--- config.mk ---
export PLATFORM = sky130hd
export DESIGN_NAME = audio_seq_ctrl
export DESIGN_NICKNAME = d
export VERILOG_FILES = /design/src/rtl/audio_seq_pkg.sv /design/src/rtl/audio_seq_ctrl_melody_rom.sv /design/src/rtl/audio_seq_ctrl.sv
export SDC_FILE = /design/constraint.sdc
export NUM_CORES = 1
export LEC_CHECK = 0
export BUFFER_PORTS_ARGS = -buffer_cell sky130_fd_sc_hd__buf_2
export CORE_MARGIN = 5
export CORE_UTILIZATION = 51
export CTS_BUF_LIST = sky130_fd_sc_hd__clkbuf_8
export DETAILED_ROUTE_END_ITERATION = 12
export PLACE_DENSITY_LB_ADDON = 0.15
export SYNTH_ARGS = -nofsm -noshare
export SYNTH_HDL_FRONTEND = slang
export SYNTH_HIERARCHICAL = 1
export SYNTH_SLANG_ARGS = --single-unit
export TNS_END_PERCENT = 50
--- constraint.sdc ---
create_clock -name clk -period 5.2 [get_ports clk]
set_input_delay 0 -clock clk [delete_from_list [all_inputs] [get_ports clk]]
set_output_delay 0 -clock clk [all_outputs]
set_load 0.03 [all_outputs]
--- src/rtl/audio_seq_pkg.sv ---
// Shared types, constants and note-pitch helpers for the melody sequencer.
// Optional build macro: AUDIO_SEQ_HARMONY_EN (see audio_seq_ctrl).
package audio_seq_pkg;

  typedef enum logic [1:0] {
    S_IDLE  = 2'd0,
    S_PLAY  = 2'd1,
    S_PAUSE = 2'd2
  } state_t;

  localparam int NOTE_W   = 5;
  localparam int SAMPLE_W = 16;
  localparam int VOL_W    = 3;
  localparam int HALF_W   = 24;

  localparam logic [NOTE_W-1:0] NOTE_REST = 5'd0;
  localparam logic [NOTE_W-1:0] NOTE_END  = 5'd31;
  localparam logic [VOL_W-1:0]  VOL_RST   = 3'd4;
  localparam logic [VOL_W-1:0]  VOL_MAX   = 3'd7;

  // Codes 1..24 are pitched notes; everything else is silent.
  function automatic logic is_tone(input logic [NOTE_W-1:0] code);
    return (code >= 5'd1) && (code <= 5'd24);
  endfunction

  // Equal-tempered C4..B5 in millihertz; 0 for silent codes.
  function automatic logic [31:0] note_mhz(input logic [NOTE_W-1:0] code);
    logic [31:0] f;
    case (code)
      5'd1:  f = 32'd261626;  5'd2:  f = 32'd277183;  5'd3:  f = 32'd293665;
      5'd4:  f = 32'd311127;  5'd5:  f = 32'd329628;  5'd6:  f = 32'd349228;
      5'd7:  f = 32'd369994;  5'd8:  f = 32'd391995;  5'd9:  f = 32'd415305;
      5'd10: f = 32'd440000;  5'd11: f = 32'd466164;  5'd12: f = 32'd493883;
      5'd13: f = 32'd523251;  5'd14: f = 32'd554365;  5'd15: f = 32'd587330;
      5'd16: f = 32'd622254;  5'd17: f = 32'd659255;  5'd18: f = 32'd698456;
      5'd19: f = 32'd739989;  5'd20: f = 32'd783991;  5'd21: f = 32'd830609;
      5'd22: f = 32'd880000;  5'd23: f = 32'd932328;  5'd24: f = 32'd987767;
      default: f = 32'd0;
    endcase
    return f;
  endfunction

  // Rounded clk_hz / (2 * f_note) in clock cycles. Only ever evaluated on
  // constants, so the divider folds away at elaboration.
  function automatic logic [HALF_W-1:0] half_period(input logic [NOTE_W-1:0] code,
                                                    input int unsigned clk_hz);
    logic [63:0] f;
    logic [63:0] num;
    logic [63:0] q;
    f = {32'd0, note_mhz(code)};
    if (f == 64'd0) return '0;
    num = {32'd0, clk_hz} * 64'd1000 + f;
    q   = num / (f << 1);
    return q[HALF_W-1:0];
  endfunction

endpackage

--- src/rtl/audio_seq_ctrl_melody_rom.sv ---
// Fixed melody table: 5-bit address to 5-bit note code, purely combinational.
module melody_rom
  import audio_seq_pkg::*;
(
  input  logic [NOTE_W-1:0] addr_i,
  output logic [NOTE_W-1:0] code_o
);

  // Table lookup; unlisted addresses are rests.
  always_comb begin
    code_o = NOTE_REST;
    case (addr_i)
      5'd0:    code_o = 5'd10;     // A4
      5'd1:    code_o = NOTE_REST;
      5'd2:    code_o = 5'd1;      // C4
      5'd3:    code_o = NOTE_END;
      default: code_o = NOTE_REST;
    endcase
  end

endmodule

--- src/rtl/audio_seq_ctrl.sv ---
// Melody sequencer: steps the note table once per beat and renders a square
// wave per note onto the 16-bit left/right samples of the speaker serializer.
// Build macro AUDIO_SEQ_HARMONY_EN: right channel plays one octave below left
// with its own tone counter; without it the right channel mirrors the left.
module audio_seq_ctrl
  import audio_seq_pkg::*;
#(
  parameter int unsigned CLK_HZ   = 100_000_000,
  parameter int unsigned BEAT_DIV = 25_000_000,
  parameter int unsigned NOTE_NUM = 32
) (
  input  logic                clk,
  input  logic                rst,
  input  logic                play,
  input  logic                stop,
  input  logic                loop_en,
  input  logic                vol_up,
  input  logic                vol_down,
  output logic [SAMPLE_W-1:0] audio_left,
  output logic [SAMPLE_W-1:0] audio_right,
  output logic                busy,
  output logic [NOTE_W-1:0]   note_addr,
  output logic [VOL_W-1:0]    volume,
  output logic [1:0]          dbg_state
);

  localparam int BEAT_W = (BEAT_DIV > 2) ? $clog2(BEAT_DIV) : 1;
  localparam logic [BEAT_W-1:0] BEAT_LAST = BEAT_W'(BEAT_DIV - 1);
  localparam logic [NOTE_W-1:0] ADDR_LAST = NOTE_W'(NOTE_NUM - 1);

  state_t              state_q, state_d;
  logic [NOTE_W-1:0]   addr_q, addr_d;
  logic [VOL_W-1:0]    vol_q, vol_d;
  logic [BEAT_W-1:0]   beat_q, beat_d;
  logic [HALF_W-1:0]   tone_q, tone_d;
  logic                phase_q, phase_d;
  logic [SAMPLE_W-1:0] left_q, left_d;
  logic                clr_tone;

  logic [NOTE_W-1:0]   code, next_code;
  logic [HALF_W-1:0]   half;
  logic [HALF_W-1:0]   half_tbl [32];
  logic [SAMPLE_W-1:0] amp;
  logic                sound;

`ifdef AUDIO_SEQ_HARMONY_EN
  logic [HALF_W:0]     tone2_q, tone2_d;
  logic                phase2_q, phase2_d;
  logic [SAMPLE_W-1:0] right_q, right_d;
  logic [HALF_W:0]     half2;
  assign half2 = {half, 1'b0};
`endif

  melody_rom u_rom_cur  (.addr_i(addr_q),         .code_o(code));
  melody_rom u_rom_next (.addr_i(addr_q + 5'd1),  .code_o(next_code));

  for (genvar g = 0; g < 32; g++) begin : g_half
    assign half_tbl[g] = half_period(NOTE_W'(g), CLK_HZ);
  end
  assign half = half_tbl[code];

  // Transport FSM, beat stepping and tone counters.
  always_comb begin
    state_d  = state_q;
    addr_d   = addr_q;
    beat_d   = beat_q;
    tone_d   = tone_q;
    phase_d  = phase_q;
    clr_tone = 1'b0;
`ifdef AUDIO_SEQ_HARMONY_EN
    tone2_d  = tone2_q;
    phase2_d = phase2_q;
`endif
    case (state_q)
      S_IDLE: begin
        if (play) begin
          state_d  = S_PLAY;
          addr_d   = '0;
          beat_d   = '0;
          clr_tone = 1'b1;
        end
      end
      S_PLAY: begin
        // The cycle that carries a pause pulse still counts as a PLAY cycle.
        if (is_tone(code)) begin
          if (tone_q == half - HALF_W'(1)) begin
            tone_d  = '0;
            phase_d = ~phase_q;
          end else begin
            tone_d = tone_q + HALF_W'(1);
          end
`ifdef AUDIO_SEQ_HARMONY_EN
          if (tone2_q == half2 - (HALF_W+1)'(1)) begin
            tone2_d  = '0;
            phase2_d = ~phase2_q;
          end else begin
            tone2_d = tone2_q + (HALF_W+1)'(1);
          end
`endif
        end
        if (beat_q == BEAT_LAST) begin
          beat_d   = '0;
          clr_tone = 1'b1;
          if (addr_q == ADDR_LAST || next_code == NOTE_END) begin
            addr_d = '0;
            if (!loop_en) state_d = S_IDLE;
          end else begin
            addr_d = addr_q + 5'd1;
          end
        end else begin
          beat_d = beat_q + BEAT_W'(1);
        end
        // A finished song wins over a pause request on the same edge.
        if (play && state_d == S_PLAY) state_d = S_PAUSE;
      end
      S_PAUSE: begin
        if (play) state_d = S_PLAY;
      end
      default: state_d = S_IDLE;
    endcase
    if (stop) begin
      state_d  = S_IDLE;
      addr_d   = '0;
      beat_d   = '0;
      clr_tone = 1'b1;
    end
    if (clr_tone) begin
      tone_d  = '0;
      phase_d = 1'b0;
`ifdef AUDIO_SEQ_HARMONY_EN
      tone2_d  = '0;
      phase2_d = 1'b0;
`endif
    end
  end

  // Saturating volume; simultaneous up/down cancel.
  always_comb begin
    vol_d = vol_q;
    if (vol_up && !vol_down && vol_q != VOL_MAX) vol_d = vol_q + 3'd1;
    if (vol_down && !vol_up && vol_q != 3'd0)    vol_d = vol_q - 3'd1;
  end

  // Sample values from the current registered state, landing one cycle later.
  assign amp   = {1'b0, vol_q, 12'h000};
  assign sound = (state_q == S_PLAY) && is_tone(code);
  always_comb begin
    left_d = '0;
    if (sound) left_d = phase_q ? amp : (~amp + 16'd1);
`ifdef AUDIO_SEQ_HARMONY_EN
    right_d = '0;
    if (sound) right_d = phase2_q ? amp : (~amp + 16'd1);
`endif
  end

  // State register with asynchronous reset.
  always_ff @(posedge clk or posedge rst) begin
    if (rst) begin
      state_q  <= S_IDLE;
      addr_q   <= '0;
      vol_q    <= VOL_RST;
      beat_q   <= '0;
      tone_q   <= '0;
      phase_q  <= 1'b0;
      left_q   <= '0;
`ifdef AUDIO_SEQ_HARMONY_EN
      tone2_q  <= '0;
      phase2_q <= 1'b0;
      right_q  <= '0;
`endif
    end else begin
      state_q  <= state_d;
      addr_q   <= addr_d;
      vol_q    <= vol_d;
      beat_q   <= beat_d;
      tone_q   <= tone_d;
      phase_q  <= phase_d;
      left_q   <= left_d;
`ifdef AUDIO_SEQ_HARMONY_EN
      tone2_q  <= tone2_d;
      phase2_q <= phase2_d;
      right_q  <= right_d;
`endif
    end
  end

  assign audio_left = left_q;
`ifdef AUDIO_SEQ_HARMONY_EN
  assign audio_right = right_q;
`else
  assign audio_right = left_q;
`endif
  assign busy      = (state_q != S_IDLE);
  assign note_addr = addr_q;
  assign volume    = vol_q;
  assign dbg_state = state_q;

endmodule
# Yosys cells after proc, flatten, opt, wreduce, memory -nomap -nowiden
# Memories as Yosys holds them, arrays and structs flattened.
# Index checks and enable logic that the tools add are counted.
[word_totals] regBits=76 romBits=768 in_bits=7 out_inout_bits=43 wordCells=98 mem_count=1
[memory_table] name="(name not given)" words=32 word_bits=24 rd=1 rd_clocked_by_memory_dff=0 write_ports=0 line_no="audio_seq_ctrl.sv:60" text="assign half = half_tbl[code];"
[classes] n_addsub=7 n_lt_le_gt_ge=3 n_eq_ne=15 muxes=37 bitwise=3 n_reduce_logical=25
[op_table] operator="24-bit two-way mux" n=6
[op_table] operator="25-bit two-way mux" n=3
[op_table] operator="25-bit case mux with 2 select lines" n=1
[op_table] operator="16-bit two-way mux" n=2
[op_table] operator="5-bit case mux with 3 select lines" n=2
[op_table] operator="25-bit by 1-bit adder with 25-bit output, second input constant" n=1
[op_table] operator="25-bit == test, second input constant" n=1
[op_table] operator="24-bit by 1-bit adder with 24-bit output, second input constant" n=1
[op_table] operator="24-bit == test" n=1
[op_table] operator="24-bit by 1-bit subtractor with 24-bit output, second input constant" n=1
[op_table] operator="5-bit by 2-bit == test with 1-bit output, second input constant" n=4
[op_table] operator="5-bit two-way mux" n=4
[op_table] operator="16-bit by 1-bit adder with 16-bit output, second input constant" n=1
[op_table] operator="15-bit inverter with 16-bit output" n=1
[op_table] operator="2-bit two-way mux" n=7
[op_table] operator="5-bit == test, second input constant" n=2
[op_table] operator="5-bit zero test" n=2
[op_table] operator="5-bit case mux with 2 select lines" n=1
[op_table] operator="2-bit nonzero test" n=5
[op_table] operator="3-bit inequality test, second input constant" n=3
[op_table] operator="1-bit logical AND" n=7
[op_table] operator="1-bit two-way mux" n=7
[op_table] operator="6-bit greater-or-equal comparator, second input constant" n=1
[op_table] operator="3-bit two-way mux" n=2
[op_table] operator="19 further kinds" n=24

# Logic depth before layout (Yosys ltp)
# Gate-level depths: netlist (run 1).
[logic_depth] word_depth=13 ltp_mapped=19

# Modules after synthesis
# Netlist (run 1), hierarchy kept.
[modules_own_cells] mod="audio_seq_ctrl" n_inst=1 cells_each=670 area_each_um2=5235.0
[modules_own_cells] mod="melody_rom" n_inst=2 cells_each=7 area_each_um2=55.1

# Least setup slack after synthesis (run 1)
# Ideal clock, no wire load.
[synth_timing] kind="register -> register" startpoint="register addr_q[3], in the netlist note_addr[3]" endpoint="register tone_q[14]" setup_time_ns=0.136 t_arrival_ns=4.396 required_ns=5.064 path_slack_ns=0.668 stages_incl_launch_ff=20 cell_sequence="dfrtp_1 -> nor3_2 -> and2_2 -> clkbuf_1 -> inv_1 -> ha_1 -> nor2b_1 -> or3_1 -> o221ai_1 -> ha_1 -> inv_1 -> a2111o_1 -> nor4_2 -> nand3_1 -> mux2i_1 -> nor4_2 -> o2111ai_2 -> buf_2 -> a31oi_1 -> a21oi_1"
[synth_between] elab_chain_cells=12 elab_cells_between_ends=19
[synth_rtl] item="from (decl)" line_no="audio_seq_ctrl.sv:32" text="logic [NOTE_W-1:0] addr_q, addr_d;"
[synth_rtl] item="from (signal assigned)" line_no="audio_seq_ctrl.sv:173" text="addr_q <= addr_d;"
[synth_rtl] item="5-bit by 2-bit == test with 1-bit output / 5-bit zero test (equally long branches)" line_no="audio_seq_ctrl_melody_rom.sv:12" text="case (addr_i)"
[synth_rtl] item="5-bit case mux with 3 select lines (*)" line_no="audio_seq_ctrl_melody_rom.sv:12"
[synth_rtl] item="via code[1]" line_no="audio_seq_ctrl.sv:40" text="logic [NOTE_W-1:0] code, next_code;"
[synth_rtl] item="5-bit inverter with 6-bit output (not written as such)" line_no="audio_seq_ctrl.sv:60"
[synth_rtl] item="memory read 32 x 24 bit"
[synth_rtl] item="24-bit two-way mux (not written as such) (2 in a row)" line_no="audio_seq_ctrl.sv:60"
[synth_rtl] item="24-bit by 1-bit subtractor with 24-bit output" line_no="audio_seq_ctrl.sv:86" text="if (tone_q == half - HALF_W'(1)) begin"
[synth_rtl] item="24-bit == test" line_no="audio_seq_ctrl.sv:86"
[synth_rtl] item="24-bit two-way mux" line_no="audio_seq_ctrl.sv:86"
[synth_rtl] item="24-bit two-way mux" line_no="audio_seq_ctrl.sv:85" text="if (is_tone(code)) begin"
[synth_rtl] item="24-bit two-way mux" line_no="audio_seq_ctrl.sv:74" text="case (state_q)"
[synth_rtl] item="24-bit two-way mux" line_no="audio_seq_ctrl.sv:127" text="if (clr_tone) begin"
[synth_rtl] item="to (signal assigned)" line_no="audio_seq_ctrl.sv:176" text="tone_q <= tone_d;"
[synth_rtl] item="to (decl)" line_no="audio_seq_ctrl.sv:35" text="logic [HALF_W-1:0] tone_q, tone_d;"
# Mark *: on every way through the listed nets, which the timed path passes. The rest lies on a longest branch. The select of a mux whose other input is x is not followed.
# A chain may end at the register's enable or synchronous reset.

# Final worst setup path (run 1)
[layout_timing] startpoint="register addr_q[3], in the netlist note_addr[3]" endpoint="register tone_q[21]"
# Same word-level chain as after synthesis.

==> impl_results.md, run 1 <==
* Status: finished clean
* Max Cap Viol at 0
* Post-synthesis cell area at 5350 um^2
* Post-DR wirelength/cell at 15.7 um
* Fin. max-slew vios at 0
* GRT Total Usage at 20.9%
* Synth cell types at 68
* Final core utilization at 55.8%
* Reg2reg start: note_addr[3]
* Vias in the first global route at 4516
* Crit-path slowest cell: a211oi_1
* Critical Path AT at 5.08 ns
* Buffers on Ports at 25
* Ys flop type: dfrtp_1
* Fin nets at 720
* Final WS setup at 0.301 ns
* Largest net degree at the start of global routing at 65
* Post-route ant nets at 0
* Buf/Inv on CP at 2
* Clock sink count at 64
* Crit Path Max Fanout at 13
* Post-synthesis area per instance at 7.81 um^2
* R2r setup slk at 0.30 ns
* Final setup skew at 0.0146 ns
* Diodes inserted at 0
* Worst stage delay on the critical path at 0.61 ns
* Final setup vio count at 0
* Die height at 112 um
* Synthesized instance count at 684
* Total negative slack at 0 ns
* Remaining DRCs at 0
* Main combinational cell family by area after synthesis: simple AND/OR/NAND/NOR gates
* Asr flop ratio synth at 100%
* Static Leak at 2.38 nW
* Crit path max-delay family: simple AND/OR/NAND/NOR gates
* Top cells by area, synth: dfrtp_1, nand2_1, buf_4, a21oi_1, ha_1
* Clock buffer count from CTS at 9
* Worst-Margin Slew at 1.19 ns
* H-tree depth at 3
* CORE AREA at 10300 um^2
* Reg-to-reg endpoint: tone_q[21]
* Commonest cells in the netlist: nand2_1, dfrtp_1, nor2_1, a21oi_1, o21ai_0
* Highest clock rate at 204 MHz
* Worst path cell trace: nor3_2 -> and2_2 -> inv_1 -> ha_1 -> and2_1 -> or2_1 -> a211oi_1 -> and3_1 -> a21oi_1 -> nor4_1 -> nor4b_1 -> o2111ai_4 -> buf_4 -> a31oi_1 -> a21oi_1
* Hold crit path type: input port to flop
* Area Growth Syn to Fin at 7.30%
* Post-synth EDFFs at 0
* Most common cell in the netlist: nand2_1
* Compound-Gate Fraction of Synth Area at 17.3%
* DRT Pass-1 Iters at 5
* Max Buffers Root-to-Sink at 2
* Die area at 12600 um^2
* XOR/XNOR Fraction of Synth Area at 6.23%
* Yosys warns at 6
* Row Count at 37
* Placed Area at 5440 um^2
* Routed wire length at 13100 um
* Most used cell, CP: a21oi_1
* TritonCTS clock tree: yes
* Worst-Skew Late Latency at 0.35 ns
* Power density over the cells at 228 nW/um^2
* Reg2Reg Depth at 15
* Starting Density at 52.0%
* Finished Cell Area at 5740 um^2
* Worst vdd ir at 0.201 mV
* Worst Hold End: volume[2]
* Die width at 112 um
* Root Driver: clkbuf_8
* Dpl ws at 0.412 ns
* Vias at 4798
* Initial DRC count at 343
* Clk slew on worst S/H paths at 0.08 ns
* Share of cells above drive strength 1 at 12.0%
* Antenna violations before repair at 0
* Max transition margin at 20.7%
* Multiplexer area fraction after synthesis at 2.11%
* Placer Congestion at 0.969
* Post-Synth Adder-Cell Area at 4.59%
* Final period util at 94.2%
* Simple-Gate Fraction of Synth Area at 31.7%
* Design Power at 1.31 mW
* Total congestion overflow at 0
* Depth of the worst hold-timing path at 5
* Global-route wire length before repair at 22100 um
* Critical path depth in cells at 15
* Final hold vios at 0
* Vias per inst at 5.75
* Sequential area share after synthesis at 30.0%
* CP Class: flop to flop
* FF+latch count, synth at 64
* Top cell type by total area after synthesis: dfrtp_1
* Hpwl dp at 9500 um
* Crit path time final at 4.90 ns
* Crit path required time at 5.38 ns
* CP Capture Type: flop
* Setup Fix Bufs, Post-CTS at 0
* I/O pins at 50
* Post-synth top area share at 29.5%
* CP Launch Type: flop
* Hold path startpoint: vol_up
==> final cells by class <==
type / instances / area (um^2)
fill: 977 / 4540
multi-input combinational: 564 / 3420
sequential: 64 / 1600
timing repair buffer: 40 / 250
tap: 136 / 170
clock buffer: 11 / 151
clock inverter: 5 / 86.3
inverter: 15 / 56.3
==> layer usage <==
layer | part of all wire (%) | GRT usage [%]
met3 | 4.2 | 3.34
met5 | 0 | 0
met4 | 1.8 | 6.41
met1 | 45 | 27.5
met2 | 49 | 35.2
==> per-stage QoR <==
step,instances,hold slack (ns)
4_1_cts,835,0.0644
2_1_floorplan,707,0.0664
3_5_place_dp,814,0.243
3_3_place_gp,814,0.241
6_report,835,0.0759
5_1_grt,835,0.128
==> timing repair <==
action                                 CTS  global route
hold buffers                             5             0
setup endpoints to repair                0             3
gates resized for setup                  0             1
endpoints found under the hold margin   66             0
==> tightest hold or removal path, cell delays in order <==
cell	delay, ns
buf_2	0.10
nand2b_1	0.10
o21ai_0	0.08
nor2_1	0.08
a21oi_1	0.05
==> power by group <==
part | total (mW) | internal, mW | switching (mW)
Clock | 0.515 | 0.301 | 0.215
Combinational | 0.249 | 0.0678 | 0.181
Sequential | 0.544 | 0.522 | 0.0216
Total | 1.31 | 0.890 | 0.417
==> cells by family after synthesis <==
kind of cell,Yosys count
AND/OR/NAND/NOR,323
multiplexers,11
adder cells (fa/ha/maj),19
AO/OA/AOI/OAI,149
buffers and inverters,79
other,1
XOR/XNOR,38
flip-flops,64
==> cell usage in the layout, fill, tap and decap left out, types with 6 or more instances in the layout <==
cell type	instances
nor4_1	8
xnor2_1	23
conb_1	24
buf_4	10
or3_1	6
a22o_1	6
o21ai_0	43
nand3_1	35
ha_1	18
buf_2	25
xor2_1	15
nor2b_1	17
inv_1	13
nand2_1	73
clkbuf_8	11
dfrtp_1	63
and3_1	21
nand2b_1	14
nor3_1	30
mux2i_1	9
a31oi_1	13
nor2_1	54
a21oi_1	45
and2_1	10
nand4_1	16
or2_2	12
==> how the worst max path moves through the flow <==
stage	start	end	slack [ns]
2_1_floorplan	note_addr[3]	tone_q[14]	0.67
5_1_grt	note_addr[2]	tone_q[17]	-0.02
6_report	note_addr[3]	tone_q[21]	0.30
4_1_cts	note_addr[2]	tone_q[21]	0.41
3_5_place_dp	note_addr[2]	tone_q[21]	0.41
3_3_place_gp	note_addr[3]	tone_q[18]	0.53
==> state kept, by name, indices dropped and copies added, names as in the netlist <==
register    flops
tone_q         24
audio_left      4
phase_q         1
note_addr       5
dbg_state       2
beat_q         25
volume          3
(Power assumes the default switching activity.)
==> inputs of run 2 (changes only) <==
Clock period 5.2 ns to 4.05 ns, I/O delays scaled along.
==> run 2 against run 1 <==
  * Critical path type unchanged
  * Hold slack got worse by 0.075 ns
  * Maximum frequency increased by 21%
  * Largest cell class unchanged
  * Worst setup slack got worse by 0.28 ns
  * Utilization grew 5.8 points
==> impl_results.md, run 2 (synthesized netlist as in run 1, its figures left out) <==
* Commonest non-fill, non-tap cell in the layout: buf_4
* Clk slew on worst S/H paths at 0.07 ns
* Antenna violations before repair at 0
* Clock buffer count from CTS at 9
* Critical Path AT at 4.29 ns
* Clock sink count at 64
* R2r setup slk at 0.02 ns
* Total congestion overflow at 0
* Worst vdd ir at 0.228 mV
* Post-DR wirelength/cell at 15.3 um
* Routed wire length at 13800 um
* Finished Cell Area at 6330 um^2
* Total negative slack at 0 ns
* Final core utilization at 61.6%
* Reg2Reg Depth at 17
* Vias at 5165
* Buffers on Ports at 25
* Vias per inst at 5.71
* Initial DRC count at 309
* Depth of the worst hold-timing path at 3
* Global-route wire length before repair at 23200 um
* Max Cap Viol at 0
* H-tree depth at 3
* Most flop-heavy register: beat_q
* Flip-flop count of the largest register after layout at 25
* Starting Density at 52.0%
* Worst-Skew Late Latency at 0.34 ns
* Final setup skew at 0.0171 ns
* Hold path startpoint: play
* Max Buffers Root-to-Sink at 2
* Die width at 112 um
* Reg2reg start: note_addr[4]
* Commonest non-fill, non-tap cells in the layout: buf_4, nand2_1, dfrtp_1
* Crit Path Max Fanout at 5
* Placed Area at 6040 um^2
* Crit path required time at 4.31 ns
* Hold crit path type: input port to flop
* CORE AREA at 10300 um^2
* Design Power at 1.53 mW
* CP Launch Type: flop
* Worst-Margin Slew at 1.01 ns
* Worst Hold End: dbg_state[0]
* CP Capture Type: flop
* CP Class: flop to flop
* DRT Pass-1 Iters at 5
* Row Count at 37
* Diodes inserted at 0
* Vias in the first global route at 4905
* TritonCTS clock tree: yes
* Largest net degree at the start of global routing at 65
* Crit path time final at 4.03 ns
* Final period util at 99.6%
* Hold_ws at 0.000618 ns
* Hpwl dp at 10700 um
* Final setup vio count at 0
* Setup Fix Bufs, Post-CTS at 0
* Die area at 12600 um^2
* Die height at 112 um
* Final hold vios at 0
* Static Leak at 2.73 nW
* GRT Total Usage at 21.9%
* I/O pins at 50
* Post-route ant nets at 0
* Remaining DRCs at 0
* Reg-to-reg endpoint: phase_q
* Status: finished clean
* Placer Congestion at 0.935
* Area Growth Syn to Fin at 18.4%
* Unrepaired setup endpoints after global routing: yes
* Power density over the cells at 242 nW/um^2
* Fin. max-slew vios at 0
* Highest clock rate at 248 MHz
* Max transition margin at 32.4%
* Share of cells above drive strength 1 at 22.9%
* Fin nets at 790
* CP startpoint: note_addr[4]
* Root Driver: clkbuf_8
[run 2: cell types whose count changed in the layout (fill, tap and decap cells not counted), sizes merged]
cell / before / now
bufinv: 2 / 0
clkinvlp: 0 / 2
clkbuf: 11 / 10
buf: 35 / 106
clkinv: 2 / 4
inv: 16 / 15
dlygate4sd3: 5 / 4
[run 2: through the flow]
| step | cells | setup slack (ns) |
|---|---|---|
| after floorplan | 707 | -0.120 |
| after global placement | 885 | -0.00876 |
| after detailed placement | 885 | -0.0845 |
| after CTS | 905 | -0.00151 |
| after global routing | 905 | -0.236 |
| final | 905 | 0.0169 |
[run 2: layer usage]
metal	GRT usage [%]	part of all wire, %
met1	27.9	43
met4	4.33	1.5
met5	0	0
met3	3.29	4.1
met2	39.5	52
[run 2: layout make-up]
type | count | area [um^2]
fill | 951 | 3950
multi-input combinational | 564 | 3530
sequential | 64 | 1610
timing repair buffer | 110 | 777
tap | 136 | 170
clock buffer | 10 | 138
inverter | 15 | 62.6
clock inverter | 6 | 42.5
[run 2: power breakdown]
group          internal (mW)  switching (mW)  total (mW)
registers              0.670          0.0285       0.699
clock network          0.240           0.265       0.505
logic                 0.0915           0.239       0.330
[run 2: worst max-delay path by stage]
stage,end,slack (ns),cells after the start
2_1_floorplan,phase_q,-0.12,16
3_3_place_gp,tone_q[14],-0.009,14
3_5_place_dp,tone_q[18],-0.08,14
4_1_cts,phase_q,-0.002,18
5_1_grt,phase_q,-0.24,17
6_report,phase_q,0.02,17
[run 2: what timing repair did]
action                                 in CTS  in global routing
hold buffers                                4                  0
pin swaps                                   1                  2
gates resized for setup                     4                  9
endpoints found under the hold margin      66                  0
setup endpoints to repair                  13                 25
[run 2: critical path: stages, from the launching register on]
cell	delay [ns]
dfrtp_2	0.43
nor3_4	0.21
and2_4	0.19
inv_1	0.12
ha_4	0.32
and2_1	0.18
nor3_2	0.06
o22ai_2	0.16
ha_2	0.21
inv_1	0.04
a2111o_1	0.35
nor4_4	0.32
nand2_1	0.17
nor4_2	0.29
a211o_1	0.20
o2111ai_4	0.17
or3_1	0.40
a21oi_1	0.12
